$ cat config.mk
export PLATFORM = sky130hd
export DESIGN_NAME = digit_game_core
export DESIGN_NICKNAME = d
export VERILOG_FILES = /design/src/rtl/dgc_pkg.sv /design/src/rtl/dgc_channel.sv /design/src/rtl/digit_game_core.sv
export SDC_FILE = /design/constraint.sdc
export NUM_CORES = 1
export LEC_CHECK = 0
export ABC_CLOCK_PERIOD_IN_PS = 9000
export BUFFER_PORTS_ARGS = -buffer_cell sky130_fd_sc_hd__clkbuf_2
export CORE_UTILIZATION = 53
export CTS_BUF_LIST = sky130_fd_sc_hd__clkbuf_2 sky130_fd_sc_hd__clkbuf_4 sky130_fd_sc_hd__clkbuf_8
export DETAILED_ROUTE_END_ITERATION = 12
export PLACE_DENSITY = 0.73
export REMOVE_ABC_BUFFERS = 1
export SYNTH_ARGS = -nofsm -noshare
export SYNTH_HDL_FRONTEND = slang
export SYNTH_SLANG_ARGS = --single-unit
$ cat constraint.sdc
create_clock -name clk -period 9 [get_ports clk]
set_clock_uncertainty 0.15 [all_clocks]
set_input_delay 1.8 -clock clk [delete_from_list [all_inputs] [get_ports clk]]
set_output_delay 1.8 -clock clk [all_outputs]
set_load 0.02 [all_outputs]
$ cat src/rtl/dgc_pkg.sv
// Shared types and width helpers for the digit game core.
package dgc_pkg;

  localparam logic [1:0] ST_IDLE   = 2'd0;
  localparam logic [1:0] ST_HELP   = 2'd1;
  localparam logic [1:0] ST_SELECT = 2'd2;
  localparam logic [1:0] ST_PLAY   = 2'd3;

  typedef enum logic [1:0] {
    IDLE   = ST_IDLE,
    HELP   = ST_HELP,
    SELECT = ST_SELECT,
    PLAY   = ST_PLAY
  } state_t;

  // Width of a count that must hold 1..n.
  function automatic int cnt_w(input int n);
    return $clog2(n + 1);
  endfunction

  // Width of an index 0..n-1, never narrower than one bit.
  function automatic int cur_w(input int n);
    return (n > 1) ? $clog2(n) : 1;
  endfunction

endpackage

$ cat src/rtl/dgc_channel.sv
// One modulo-MODULO digit with reload, increment and decrement; wrap is a
// combinational pulse for the edge on which the digit rolls MODULO-1 -> 0.
module dgc_channel #(
  parameter int DIGIT_W   = 4,
  parameter int MODULO    = 10,
  parameter int RST_DIGIT = 1
) (
  input  logic               clk,
  input  logic               rst,
  input  logic               load,
  input  logic               inc,
  input  logic               dec,
  output logic [DIGIT_W-1:0] value,
  output logic               wrap
);

  localparam logic [DIGIT_W-1:0] MAX_V = DIGIT_W'(MODULO - 1);
  localparam logic [DIGIT_W-1:0] RST_V = DIGIT_W'(RST_DIGIT);

  logic [DIGIT_W-1:0] value_q, value_d;

  always_comb begin
    value_d = value_q;
    wrap    = 1'b0;
    if (load) begin
      value_d = RST_V;
    end else if (inc && !dec) begin
      if (value_q == MAX_V) begin
        value_d = '0;
        wrap    = 1'b1;
      end else begin
        value_d = value_q + DIGIT_W'(1);
      end
    end else if (dec && !inc) begin
      value_d = (value_q == '0) ? MAX_V : value_q - DIGIT_W'(1);
    end
  end

  always_ff @(posedge clk) begin
    if (rst) value_q <= RST_V;
    else     value_q <= value_d;
  end

  assign value = value_q;

endmodule

$ cat src/rtl/digit_game_core.sv
// Menu FSM plus NUM_CH cursor-edited digit channels with sticky wrap flags.
// Optional auto-tick prescaler enabled by defining DGC_AUTO_TICK_EN.
//
// state  | meaning
// IDLE   | menu idle, waits for help or ok
// HELP   | help screen, ok starts selection, back returns
// SELECT | key_count steps active channel count, ok starts play
// PLAY   | cursor moves and digit edits on active channels
module digit_game_core
  import dgc_pkg::*;
#(
  parameter int NUM_CH    = 10,
  parameter int DIGIT_W   = 4,
  parameter int MODULO    = 10,
  parameter int RST_DIGIT = 1,
  parameter int TICK_DIV  = 50_000_000
) (
  input  logic                        clk,
  input  logic                        rst,
  input  logic                        key_up,
  input  logic                        key_down,
  input  logic                        key_left,
  input  logic                        key_right,
  input  logic                        key_ok,
  input  logic                        key_back,
  input  logic                        key_help,
  input  logic                        key_count,
  output logic [1:0]                  state,
  output logic [cnt_w(NUM_CH)-1:0]    active_cnt,
  output logic [cur_w(NUM_CH)-1:0]    cursor,
  output logic [NUM_CH*DIGIT_W-1:0]   status,
  output logic [NUM_CH-1:0]           wrap_flag,
  output logic                        buzz_req
);

  localparam int CNT_W = cnt_w(NUM_CH);
  localparam int CUR_W = cur_w(NUM_CH);

  state_t             state_q, state_d;
  logic [CNT_W-1:0]   active_cnt_q, active_cnt_d;
  logic [CUR_W-1:0]   cursor_q, cursor_d;
  logic [NUM_CH-1:0]  wrap_flag_q, wrap_flag_d;
  logic               buzz_req_q, buzz_req_d;

  logic               enter_play, play_edit, tick;
  logic [CNT_W-1:0]   cur_ext, last_idx;
  logic [NUM_CH-1:0]  ch_load, ch_inc, ch_dec, ch_wrap;

  assign enter_play = (state_q == SELECT) && !key_back && key_ok;
  assign play_edit  = (state_q == PLAY) && !key_back;
  assign cur_ext    = CNT_W'(cursor_q);
  assign last_idx   = active_cnt_q - CNT_W'(1);

  // Single-winner priority: back > ok > help > count.
  always_comb begin
    state_d      = state_q;
    active_cnt_d = active_cnt_q;
    case (state_q)
      IDLE: begin
        if (!key_back) begin
          if (key_ok)        state_d = SELECT;
          else if (key_help) state_d = HELP;
        end
      end
      HELP: begin
        if (key_back)    state_d = IDLE;
        else if (key_ok) state_d = SELECT;
      end
      SELECT: begin
        if (key_back)    state_d = IDLE;
        else if (key_ok) state_d = PLAY;
        else if (!key_help && key_count)
          active_cnt_d = (active_cnt_q == CNT_W'(NUM_CH)) ? CNT_W'(1)
                                                          : active_cnt_q + CNT_W'(1);
      end
      PLAY: begin
        if (key_back) state_d = IDLE;
      end
      default: state_d = IDLE;
    endcase
  end

  always_comb begin
    cursor_d = cursor_q;
    if (enter_play) begin
      cursor_d = '0;
    end else if (play_edit && key_right && !key_left) begin
      cursor_d = (cur_ext == last_idx) ? '0 : CUR_W'(cur_ext + CNT_W'(1));
    end else if (play_edit && key_left && !key_right) begin
      cursor_d = (cursor_q == '0) ? CUR_W'(last_idx) : cursor_q - CUR_W'(1);
    end
  end

  always_comb begin
    wrap_flag_d = enter_play ? '0 : (wrap_flag_q | ch_wrap);
    buzz_req_d  = |ch_wrap;
  end

`ifdef DGC_AUTO_TICK_EN
  localparam int              PRE_W    = (TICK_DIV > 1) ? $clog2(TICK_DIV) : 1;
  localparam logic [PRE_W-1:0] PRE_LOAD = PRE_W'(TICK_DIV - 1);

  logic [PRE_W-1:0] presc_q, presc_d;

  // Down-counter reloaded on PLAY entry; terminal count fires one tick.
  always_comb begin
    presc_d = presc_q;
    if (enter_play)     presc_d = PRE_LOAD;
    else if (play_edit) presc_d = (presc_q == '0) ? PRE_LOAD : presc_q - PRE_W'(1);
  end

  assign tick = play_edit && (presc_q == '0);

  always_ff @(posedge clk) begin
    if (rst) presc_q <= PRE_LOAD;
    else     presc_q <= presc_d;
  end
`else
  assign tick = 1'b0 && (TICK_DIV > 0);
`endif

  for (genvar i = 0; i < NUM_CH; i++) begin : g_ch
    logic active, sel;
    assign active     = active_cnt_q > CNT_W'(i);
    assign sel        = play_edit && active && (cursor_q == CUR_W'(i));
    assign ch_load[i] = enter_play && active;
    // A tick merges with key_up; key_down against a tick cancels it.
    assign ch_inc[i]  = (sel && key_up && !key_down) || (tick && active);
    assign ch_dec[i]  = sel && key_down && !key_up;

    dgc_channel #(
      .DIGIT_W   (DIGIT_W),
      .MODULO    (MODULO),
      .RST_DIGIT (RST_DIGIT)
    ) u_ch (
      .clk   (clk),
      .rst   (rst),
      .load  (ch_load[i]),
      .inc   (ch_inc[i]),
      .dec   (ch_dec[i]),
      .value (status[i*DIGIT_W +: DIGIT_W]),
      .wrap  (ch_wrap[i])
    );
  end

  always_ff @(posedge clk) begin
    if (rst) begin
      state_q      <= IDLE;
      active_cnt_q <= CNT_W'(1);
      cursor_q     <= '0;
      wrap_flag_q  <= '0;
      buzz_req_q   <= 1'b0;
    end else begin
      state_q      <= state_d;
      active_cnt_q <= active_cnt_d;
      cursor_q     <= cursor_d;
      wrap_flag_q  <= wrap_flag_d;
      buzz_req_q   <= buzz_req_d;
    end
  end

  assign state      = state_q;
  assign active_cnt = active_cnt_q;
  assign cursor     = cursor_q;
  assign wrap_flag  = wrap_flag_q;
  assign buzz_req   = buzz_req_q;

endmodule
==> results.md <==
- Gr ovfl total: 0
- WL/cell: 14.5 microns
- Worst path arrival time: 4.38 ns
- Slew Viols, Final: 0
- Synth warn: 0
- DP Area: roughly 4600 sq um
- Synth unique cells: 62
- Max-cap violations: 0
- Row count: 32
- Core Area: around 7800 sq um
- CTS Root Cell: clkbuf_8
- Number of top-level pins: between 70 and 80
- Post-Syn Area per Cell: about 7.6 sq um
- Latest clock arrival within the worst-skew pair: 0.33 ns
- Synth Instances: approximately 560
- Net Switching: between 0.1 and 0.15 mW
- TritonCTS Buffers: 9
- NumNets Final: roughly 640
- Port bufs: 70
- Worst-margin pin slew: a little over 0.9 ns
- Multi-input gate area in the final layout: roughly 2900 sq um
- Power Total: 0.576 mW
- Overall routing resource usage: about a quarter
- Ant diodes: 0
- Register area share after synthesis: about 28%
- Layout cells sized above 1: around 16%
- Req. time, crit path: between 9 and 10 ns
- Largest net degree at the start of global routing: 18
- Die ar.: 8470 sq um
- 1st-iter DRT viols: between 200 and 300
- DRC errors left: 0
- Leakage power: between 1.5 and 2 nW
- Antenna Nets Post-Route: 0
- Die width: ~90 microns
- Setup Viol. Count Final: 0
- Htree depth: 3
- DP HPWL: approximately 7600 microns
- EDFF count, synth: 0
- Worst setup EP type: register
- Commonest non-fill, non-tap cells in the layout: clkbuf_2 (70), nor2_1 (67), dfxtp_1 (61), o21ai_0 (47), a21oi_1 (42)
- Final wirelength: around 10000 microns
- Slowest stage delay, CP: 0.56 ns
- Clock tree sinks: 61
- Vias in the first global route: between 3000 and 4000
- PwrDens: around 120 nW/um^2
- # fillers: slightly above 700
- Design Area, Final: about 4800 sq um
- Final TNS setup: 0 ns
- Crit share post-route: 47.2%
- Die H: slightly above 90 microns
- Slew margin rel.: about two fifths
- Synth Flop Type: dfxtp_1
- Crit Path Max Fanout: 8
- Final hold vios: 0
- Clk buf depth: 2
- Asr flop ratio synth: 0%
- RSZ-0062 raised after global routing: no
- Cell Chain, Critical Path: clkbuf_2 -> nand3b_4 -> nor3_1 -> nand4_1 -> ha_1 -> or4_1 -> nor3_1 -> a21oi_1 -> a21oi_1 -> o31a_1
- Initial Util: between 50% and 60%
- DR vias/cell: between 6 and 7
- #FFs+latches synth: between 60 and 70
- Crit path buffers/inverters: 1
- CP Launch Type: primary input
- Clock share of power: approximately half
- Tightest Hold Check Type: reg -> reg
- Via count: around 4300
- Layout Area Growth over Synthesis: 12.9%
- CTS hold repair buffers: 0
- Cell Area, Synth: between 4000 and 5000 sq um
- Peak VDD IR: between 0.00007 and 0.00008 V
- Switching fraction of total power: a little over a fifth
- GP Congestion: between 0.9 and 1
- Post-CTS Setup Inserts: 0
- Int Pwr: between 0.4 and 0.5 mW
- Tmin final: approximately 4.2 ns
- FMAX: around 0.24 GHz
- Sequential Power Share: a little under half
- Slowest-stage cell, CP: or4_1
- Hold WS: between 0.3 and 0.4 ns
- Worst Setup Path Type: in -> reg
- DRT Pass-1 Iters: 6
- CP top delay family: simple AND/OR/NAND/NOR gates
- Reg clk slew, reported paths: roughly 0.07 ns
- First-pass GRT wire length: roughly 18000 microns
- Initial antenna violation count: 0
- CTS tree: yes
- Cts repair resizes: 0
- Register area: 1220 sq um
- Status: completed
- Commonest non-fill, non-tap cell in the layout: clkbuf_2
- Combinational power share: roughly 3.3%
-- worst min-delay path, stage by stage, from the launching register on --
cell and delay (ns):
dfxtp_1 0.31, inv_1 0.05, a21oi_1 0.05
-- final cells by class --
class	count	share of cell area, %
clock buffer	13	3.43
sequential	61	25.2
clock inverter	3	1.39
timing repair buffer	70	7.23
multi-input combinational	451	58.9
inverter	16	1.24
tap	102	2.63
-- power groups by stage --
stage	Combinational (mW)	Clock (mW)	Sequential, mW
final	0.0193	0.285	0.271
after global routing	0.0207	0.305	0.271
after CTS	0.0191	0.291	0.271
after detailed placement	0.0190	0	0.278
after global placement	0.0187	0	0.278
after floorplan	0.0105	0	0.278
-- kinds of logic after synthesis --
| logic type | share of synthesized area (%) |
|---|---|
| buffers and inverters | 5.07 |
| AND/OR/NAND/NOR | 29.7 |
| XOR/XNOR | 7.93 |
| flip-flops | 28.4 |
| AO/OA/AOI/OAI | 22.8 |
| multiplexers | 0.233 |
| adder cells (fa/ha/maj) | 5.83 |
-- cells in the mapped netlist (6+ instances only) --
cell type	number	area share, %
nand3_1	22	2.6
dfxtp_1	61	28
nor3_1	26	3.0
nor2_1	67	5.9
a21oi_1	42	4.9
nand2_1	26	2.3
nand4_1	12	1.7
a211o_1	12	2.4
a31oi_1	8	1.2
nand2b_1	25	3.6
xnor2_1	9	1.8
or3_1	10	1.5
o21ai_0	47	5.5
ha_1	20	5.8
o21bai_1	6	1.0
xor2_1	28	5.7
clkbuf_1	23	2.0
buf_2	8	0.93
and3_1	9	1.3
o31a_1	7	1.4
a21o_1	9	1.6
inv_1	16	1.4
-- registers in the layout (all words and copies together) (netlist names) --
signal and flops:
g_ch.u_ch.value 40, cursor 4, state 2, wrap_flag 10, buzz_req 1, active_cnt 4
-- metrics by stage --
| stage | util (%) | worst slack, ns | instances |
|---|---|---|---|
| after floorplan | - | 4.93 | 528 |
| after global placement | 59.4 | 4.54 | 700 |
| after detailed placement | 59.4 | 4.40 | 700 |
| after CTS | 62.4 | 4.76 | 716 |
| after global routing | 62.4 | 4.50 | 716 |
| final | 62.4 | 4.75 | 716 |
-- metal layers --
| layer | vias up | GRT usage (%) | routed length, microns |
|---|---|---|---|
| met5 | - | 0 | 0 |
| met4 | 0 | 9.51 | 272 |
| met3 | 28 | 5.39 | 498 |
| met2 | 142 | 40.9 | 4810 |
| met1 | 2013 | 33.3 | 4820 |
| li1 | 2122 | - | - |
-- final timing paths --
path | from | end | slack [ns] | cells after the start
worst max register to register | active_cnt[0] | buzz_req | 5.55 | 9
worst min-delay path | wrap_flag[3] | wrap_flag[3] | 0.30 | 2
worst max-delay path | key_back | g_ch[2].u_ch.value[3] | 4.75 | 10
worst min register to register | wrap_flag[3] | wrap_flag[3] | 0.30 | 2
Note: power is estimated with default switching activity, not from simulation.
